--- config.mk ---
export PLATFORM = sky130hd
export DESIGN_NAME = fetch_queue
export DESIGN_NICKNAME = d
export VERILOG_FILES = /design/src/rtl/fetch_pkg.sv /design/src/rtl/fetch_fifo.sv /design/src/rtl/fetch_queue.sv
export SDC_FILE = /design/constraint.sdc
export NUM_CORES = 1
export LEC_CHECK = 0
export BUFFER_PORTS_ARGS = -buffer_cell sky130_fd_sc_hd__buf_2
export CORE_MARGIN = 1
export CORE_UTILIZATION = 25
export DETAILED_ROUTE_END_ITERATION = 7
export HOLD_SLACK_MARGIN = 0.08
export PLACE_DENSITY = 0.42
export SYNTH_ARGS = -nofsm -noshare
export SYNTH_HDL_FRONTEND = slang
export SYNTH_HIERARCHICAL = 1
export SYNTH_SLANG_ARGS = --single-unit
export TNS_END_PERCENT = 20
--- constraint.sdc ---
create_clock -name clk_i -period 4.64 [get_ports clk_i]
set_input_delay 1.16 -clock clk_i [delete_from_list [all_inputs] [get_ports clk_i]]
set_output_delay 1.16 -clock clk_i [all_outputs]
set_load 0.005 [all_outputs]
--- src/rtl/fetch_pkg.sv ---
// fetch_pkg: shared types and constants for the instruction fetch queue
package fetch_pkg;
    typedef struct packed {
        logic [31:0] pc;
        logic [31:0] inst;
        logic        err;
    } fq_entry_t;
    typedef enum logic [0:0] {
        RUN   = 1'b0,
        DRAIN = 1'b1
    } fetch_state_e;
    localparam logic [31:0] NOP = 32'h0000_0013;
endpackage

--- src/rtl/fetch_fifo.sv ---
// fetch_fifo: synchronous FIFO with clear, used for the instruction queue and the request tags
module fetch_fifo #(
    parameter int WIDTH = 32,
    parameter int DEPTH = 4
) (
    input  logic                       clk_i,
    input  logic                       rst_ni,
    input  logic                       clr_i,
    input  logic                       push_i,
    input  logic [WIDTH-1:0]           din_i,
    input  logic                       pop_i,
    output logic [WIDTH-1:0]           dout_o,
    output logic                       full_o,
    output logic                       empty_o,
    output logic [$clog2(DEPTH+1)-1:0] count_o
);
    localparam int AW = DEPTH > 1 ? $clog2(DEPTH) : 1;
    localparam int CW = $clog2(DEPTH + 1);
    logic [WIDTH-1:0] mem [DEPTH];
    logic [AW-1:0]    rd_q, wr_q;
    logic             do_push, do_pop;
    function automatic logic [AW-1:0] next_ptr(input logic [AW-1:0] p);
        return p == AW'(DEPTH - 1) ? '0 : p + AW'(1);
    endfunction
    assign empty_o = count_o == '0;
    assign full_o  = count_o == CW'(DEPTH);
    assign do_pop  = pop_i && !empty_o;
    // a pop frees the slot, so a full FIFO still takes a simultaneous push
    assign do_push = push_i && (!full_o || do_pop);
    assign dout_o  = mem[rd_q];
    always_ff @(posedge clk_i or negedge rst_ni) begin
        if (!rst_ni) begin
            rd_q    <= '0;
            wr_q    <= '0;
            count_o <= '0;
        end else if (clr_i) begin
            rd_q    <= '0;
            wr_q    <= '0;
            count_o <= '0;
        end else begin
            if (do_push) wr_q <= next_ptr(wr_q);
            if (do_pop) rd_q <= next_ptr(rd_q);
            count_o <= count_o + CW'(do_push) - CW'(do_pop);
        end
    end
    always_ff @(posedge clk_i) begin
        if (do_push && !clr_i) mem[wr_q] <= din_i;
    end
endmodule

--- src/rtl/fetch_queue.sv ---
// fetch_queue: in-order I-cache fetcher feeding a decode queue, with redirect and stale-response drain
module fetch_queue
    import fetch_pkg::*;
#(
    parameter logic [31:0] RESET_PC  = 32'h0000_0000,
    parameter int          FQ_DEPTH  = 4,
    parameter int          MAX_OUTST = 2
) (
    input  logic        clk_i,
    input  logic        rst_ni,
    input  logic        redir_i,
    input  logic [31:0] redir_pc_i,
    output logic        ic_req_valid_o,
    input  logic        ic_req_ready_i,
    output logic [31:0] ic_req_addr_o,
    input  logic        ic_rsp_valid_i,
    input  logic [31:0] ic_rsp_data_i,
    input  logic        ic_rsp_err_i,
    output logic        inst_valid_o,
    input  logic        inst_ready_i,
    output logic [31:0] inst_o,
    output logic [31:0] inst_pc_o,
    output logic        inst_err_o
);
    localparam int QW = $clog2(FQ_DEPTH + 1);
    localparam int OW = $clog2(MAX_OUTST + 1);
    fetch_state_e  state_q;
    logic [31:0]   pc_q, pc_n, tag_pc;
    logic [OW-1:0] outst_cnt, drop_q, drop_n;
    logic [QW-1:0] q_count;
    logic          q_full, q_empty, t_full, t_empty;
    logic          req_fire, rsp_ok, keep;
    fq_entry_t     head, wr_entry;
    assign ic_req_valid_o = rst_ni && !redir_i && !t_full && !q_full
                            && (int'(q_count) + int'(outst_cnt) < FQ_DEPTH);
    assign ic_req_addr_o  = pc_q;
    assign req_fire       = ic_req_valid_o && ic_req_ready_i;
    // a response with nothing outstanding is ignored
    assign rsp_ok         = ic_rsp_valid_i && !t_empty;
    assign keep           = rsp_ok && !redir_i && state_q == RUN;
    assign wr_entry       = '{pc: tag_pc, inst: ic_rsp_data_i, err: ic_rsp_err_i};
    assign inst_valid_o   = !q_empty;
    assign inst_o         = inst_valid_o ? head.inst : '0;
    assign inst_pc_o      = inst_valid_o ? head.pc : '0;
    assign inst_err_o     = inst_valid_o && head.err;
    fetch_fifo #(.WIDTH($bits(fq_entry_t)), .DEPTH(FQ_DEPTH)) u_queue (
        .clk_i   (clk_i),
        .rst_ni  (rst_ni),
        .clr_i   (redir_i),
        .push_i  (keep),
        .din_i   (wr_entry),
        .pop_i   (inst_valid_o && inst_ready_i),
        .dout_o  (head),
        .full_o  (q_full),
        .empty_o (q_empty),
        .count_o (q_count)
    );
    fetch_fifo #(.WIDTH(32), .DEPTH(MAX_OUTST)) u_tags (
        .clk_i   (clk_i),
        .rst_ni  (rst_ni),
        .clr_i   (1'b0),
        .push_i  (req_fire),
        .din_i   (pc_q),
        .pop_i   (rsp_ok),
        .dout_o  (tag_pc),
        .full_o  (t_full),
        .empty_o (t_empty),
        .count_o (outst_cnt)
    );
    always_comb begin
        pc_n   = redir_i ? {redir_pc_i[31:2], 2'b00} : req_fire ? pc_q + 32'd4 : pc_q;
        // everything in flight at a redirect is stale, except a response consumed this cycle
        drop_n = redir_i ? outst_cnt - OW'(rsp_ok)
               : (rsp_ok && state_q == DRAIN) ? drop_q - OW'(1) : drop_q;
    end
    always_ff @(posedge clk_i or negedge rst_ni) begin
        if (!rst_ni) begin
            pc_q    <= RESET_PC;
            drop_q  <= '0;
            state_q <= RUN;
        end else begin
            pc_q    <= pc_n;
            drop_q  <= drop_n;
            state_q <= drop_n != '0 ? DRAIN : RUN;
        end
    end
    assert property (@(posedge clk_i) disable iff (!rst_ni) ic_rsp_valid_i |-> !t_empty);
endmodule

# [Word-level counts from Yosys, hierarchy flattened]
# Memories as Yosys holds them, arrays and structs flattened.
# Index checks and enable logic that the tools add are counted.
# W data, S select, Z words.
[word_totals] reg_bits=46 ramBits=324 inputBits=71 output_inout_bits=99 mem_count=2
[classes] addsub=12 n_lt_le_gt_ge=1 eq_ne=4 n_mux=20 bitwise=1 reduce_logical=29
[mem_list] name="u_queue.mem" depth=4 width=65 read_ports=1 rd_clocked_by_memory_dff=0 write_ports=1 line_no="fetch_fifo.sv:19" source="logic [WIDTH-1:0] mem [DEPTH];"
[mem_list] name="u_tags.mem" depth=2 width=32 read_ports=1 rd_clocked_by_memory_dff=0 write_ports=1 line_no="fetch_fifo.sv:19"
[op_table] op="$mux W32" n=4
[op_table] op="$add A32 B3 Y32 const B" n=1
[op_table] op="$logic_and A1 B1 Y1" n=16
[op_table] op="$mux W2" n=8
[op_table] op="$reduce_bool A2 Y1" n=4
[op_table] op="$mux W1" n=7
[op_table] op="$eq A2 B2 Y1 const B" n=3
[op_table] op="$logic_not A1 Y1" n=5
[op_table] op="$add A2 B1 Y2 const B" n=2
[op_table] op="$add A3 B2 Y4" n=1
[op_table] op="$lt A4 B3 Y1 const B" n=1
[op_table] op="$sub A2 B1 Y2" n=2
[op_table] op="$add A3 B1 Y3" n=1
[op_table] op="$eq A3 B3 Y1 const B" n=1
[op_table] op="$logic_not A3 Y1" n=1
[op_table] op="$mux W3" n=1
[op_table] op="$sub A3 B1 Y3" n=1
[op_table] op="$add A1 B1 Y1 const B" n=2
[op_table] op="$add A2 B1 Y2" n=1
[op_table] op="$logic_not A2 Y1" n=1
[op_table] op="$logic_or A1 B1 Y1" n=2
[op_table] op="$sub A2 B1 Y2 const B" n=1
[op_table] op="$not A1 Y1" n=1

# [Depth between registers and ports, before layout]
[depth] depth_word=9 depth_mapped=12 mapped_depth_nobuf=11

# [Hierarchy]
# The synthesis kept the hierarchy.
[modules_own_cells] mod="fetch_fifo (u_queue)" instances=1 cells_each=387 area_per_inst_um2=9816.9
[modules_own_cells] mod="fetch_fifo (u_tags)" instances=1 cells_each=129 area_per_inst_um2=2562.5
[modules_own_cells] mod="fetch_queue" instances=1 cells_each=315 area_per_inst_um2=2483.6

# [Worst setup path before layout]
# OpenSTA, ideal clock, no wires.
[synth_timing] path_type="input port to flip-flop" start="in rst_ni" end="mem u_tags.mem[4][0], in the netlist u_tags/mem[1][0], enable pin" setup_time_ns=0.468 t_arrival_ns=4.797 t_required_ns=4.172 setup_slack_ns=-0.625 path_stages=6 path_cell_list="nor4b_1 -> nand4_1 -> inv_1 -> buf_1 -> o21ai_1 -> nor3b_1"
[synth_between] elab_chain_len=8
[synth_rtl] item="start, declared" line_no="fetch_queue.sv:10" source="input logic rst_ni,"
[synth_rtl] item="$logic_and A1 B1 Y1 (3 in series)" line_no="fetch_queue.sv:34" source="assign ic_req_valid_o = rst_ni && !redir_i && !t_full && !q_full"
[synth_rtl] item="$logic_and A1 B1 Y1" line_no="fetch_queue.sv:35" source="&& (int'(q_count) + int'(outst_cnt) < FQ_DEPTH);"
[synth_rtl] item="$logic_and A1 B1 Y1" line_no="fetch_queue.sv:37" source="assign req_fire = ic_req_valid_o && ic_req_ready_i;"
[synth_rtl] item="net req_fire" line_no="fetch_queue.sv:32" source="logic req_fire, rsp_ok, keep;"
[synth_rtl] item="$logic_and A1 B1 Y1" line_no="fetch_fifo.sv:29" source="assign do_push = push_i && (!full_o || do_pop);"
[synth_rtl] item="$mux W1" line_no="fetch_fifo.sv:47" source="if (do_push && !clr_i) mem[wr_q] <= din_i;"
[synth_rtl] item="$mux W1 (implied by the code)" line_no="fetch_fifo.sv:47"
[synth_rtl] item="end, declared" line_no="fetch_fifo.sv:19"
# The timed path passes the listed nets, and every way through them passes these cells.

==> metrics <==
CP cell instances=buf_4, mux4_2, nor2b_1, buf_2; leading cell type in the layout, fill and taps excluded=edfxtp_1; CP max stage delay=0.97 ns; routed len/inst=slightly below 20 um; part of the Yosys area used for sequential elements=0.729; Site Rows=89; HP Class=flip-flop to flip-flop; Placer Congestion=about 0.71; Yosys cell types=around 50; Crit path depth=4; Worst Hold Margin=0.540 ns; Lkg Pwr=6.23 nW; r2r setup slk=1.90 ns; DR DRC count=0; Worst-path clk slew=0.06 ns; Syn Std Cell Area=0.0149 mm^2; Die Area=0.0604 mm^2; fin crit share=0.857; worst setup path end=inst_o[21]; cell family with most CP delay=flip-flops; Avg Vias per Cell=4.41; Synth Area in XOR/XNOR=0.00412; Post-Synthesis Cells=a little over 800; post-synth top area cell=edfxtp_1; Placement Cell Area=0.0168 mm^2; Top Ports=170; Post-CTS Setup Inserts=0; VDD IR max=0.196 mV; CP required=3.48 ns; vias in the first global route=8440; R2R Path End=u_tags/mem[1][21]$_DFFE_PP_; Yosys top cell area share=0.655; Syn-to-layout area delta=22.1%; CTS-repair resized insts=0; root buf cell=clkbuf_16; Critical Path Start=u_queue/rd_q[0]$_DFFE_PN0P_; CP max-delay cell=dfrtp_4; first-pass GRT wire length=54.3 mm; Worst Path Max Fanout=36; Starting Density=0.252; share of layout cells above drive strength 1=0.333; Synth Area in Compound Gates=0.0340; Tmin final=3.97 ns; 1st-iter DRT viols=392; YS warnings=6; Synth Area in Simple Gates=0.0815; Setup Skew=0.0118 ns; Buffers on Ports=165; Post-Synth Adder-Cell Area=0.00977; status=completed; largest net degree at the start of global routing=67; multiplexer share of the synthesized area=0.126; final core occ=0.308; DP HPWL=21.6 mm; initial antenna violation count=0; crit path capture type=primary output; Nets=approximately 1100; Achievable Freq=252 MHz; DR pass1 iterations=5; final setup TNS=0 ns; GRT Total Usage=0.121; final hold vios=0; max-cap violations=0; worst r2r src=u_tags/count_o[0]$_DFF_PN0_; Die H=246 um; critical path arrival=2.81 ns; Avg Synthesized Cell Area=17.9 um^2; most frequent cells in the layout=324 x edfxtp_1, 165 x buf_2, 71 x nor2b_1, 65 x mux4_2, 45 x clkbuf_16; Worst Tran Pin Value=0.839 ns; worst path bufs/invs=2; Hold Buf Count CTS=0; Die W=246 um; total global routing overflow=0; pwr dens=a little under 400 mW/mm^2; DRT antenna net count=0; Clock Path Buffers=3; RSZ-0062 raised after global routing=false; crit path launch type=flip-flop; flops & latches, synth=roughly 370; Slew Viols, Final=0; Final setup viols=0; R2R depth=8; largest family of logic cells by synthesized area=multiplexers; Area contributors post-synth=edfxtp_1 65%, mux4_2 9.8%, dfrtp_1 7.4%, nor2b_1 3.0%, mux2_2 2.6%; slew margin rel.=0.440; post-route cell area=0.0181 mm^2; TritonCTS clock tree=done; H-tree depth=2; via count=8100; core area=0.0589 mm^2; clk sink count=368; Worst-Skew Late Latency=0.55 ns; WS Path Type=flip-flop to primary output; Total Wirelength=36.2 mm; TritonCTS Buffers=43; antenna cells=0
==> layer usage <==
layer	part of all wire	GRT usage
met4	0.018	0.0305
met5	0	0
met3	0.054	0.0324
met1	0.46	0.161
met2	0.47	0.195
==> sequential cells by signal (all words and copies together), names as in the netlist <==
| name | flops |
|---|---|
| u_queue/mem | 260 |
| u_tags/mem | 64 |
| ic_req_addr_o | 30 |
| u_queue/count_o | 3 |
| drop_q | 2 |
| u_queue/rd_q | 2 |
| u_queue/wr_q | 2 |
| u_tags/count_o | 2 |
| state_q | 1 |
| u_tags/rd_q | 1 |
| u_tags/wr_q | 1 |
==> worst min path at each step <==
stage	slack [ns]	to	depth (start not counted)	startpoint
after floorplan	0.51	state_q$_DFF_PN0_	1	drop_q[1]$_DFF_PN0_
after global placement	0.53	state_q$_DFF_PN0_	1	drop_q[1]$_DFF_PN0_
after detailed placement	0.54	state_q$_DFF_PN0_	1	drop_q[1]$_DFF_PN0_
after CTS	0.55	state_q$_DFF_PN0_	1	drop_q[1]$_DFF_PN0_
after global routing	0.59	state_q$_DFF_PN0_	1	drop_q[1]$_DFF_PN0_
final	0.54	state_q$_DFF_PN0_	1	drop_q[1]$_DFF_PN0_
==> cell type report <==
type	instances	area [um^2]
inverters	12	45.0
fillers	5789	40800
multi-input cells	424	3880
repair buffers	186	1080
clock inverters	14	139
well taps	773	967
clock buffers	61	1200
flip-flops and latches	368	10800
==> through the flow <==
stage / instances / setup WS (ns) / power (mW)
after floorplan: 844 / -0.426 / 3.83
after global placement: 1763 / 1.16 / 3.98
after detailed placement: 1763 / 1.15 / 3.98
after CTS: 1838 / 0.520 / 7.28
after global routing: 1838 / 0.427 / 7.44
final: 1838 / 0.665 / 7.15
==> logic make-up after synthesis <==
| kind of cell | after synthesis |
|---|---|
| compound gates | 74 |
| xor+xnor | 7 |
| fa+ha+maj | 11 |
| buf+inv | 52 |
| flops | 368 |
| mux | 102 |
| other cells | 1 |
| simple gates | 216 |
==> where the power goes <==
group          switching [mW]  internal, mW
clock network            1.29          1.95
registers              0.0802          3.64
logic                   0.111        0.0805
total                    1.48          5.67
==> cells in the mapped netlist, drive strengths merged <==
cell type  count
a21o           4
a21oi          9
a221o          4
a22oi          3
a31oi          5
a32oi          1
and2           7
and3           6
and3b          1
and4           1
and4bb         1
buf           20
clkbuf        20
conb           1
dfrtp         44
edfxtp       324
fa             1
ha            10
inv           12
mux2          34
mux2i          3
mux4          65
nand2         34
nand2b         3
nand3         29
nand4         10
nor2          26
nor2b         71
nor3           6
nor3b          3
nor4           4
nor4b          2
o211ai        11
o21a           2
o21ai         20
o311ai        12
o31ai          2
o32a           1
or2            1
or3            3
or4            7
or4b           1
xnor2          3
xor2           4
==> worst register-to-register path: stages, from the launching register on <==
cell	delay, ns
dfrtp_1	0.47
nand2b_1	0.17
inv_1	0.04
nor4b_1	0.37
nand4_1	0.16
inv_1	0.21
o21ai_1	0.25
nor3b_4	0.23
buf_4	0.45
(Power assumes the default switching activity.)
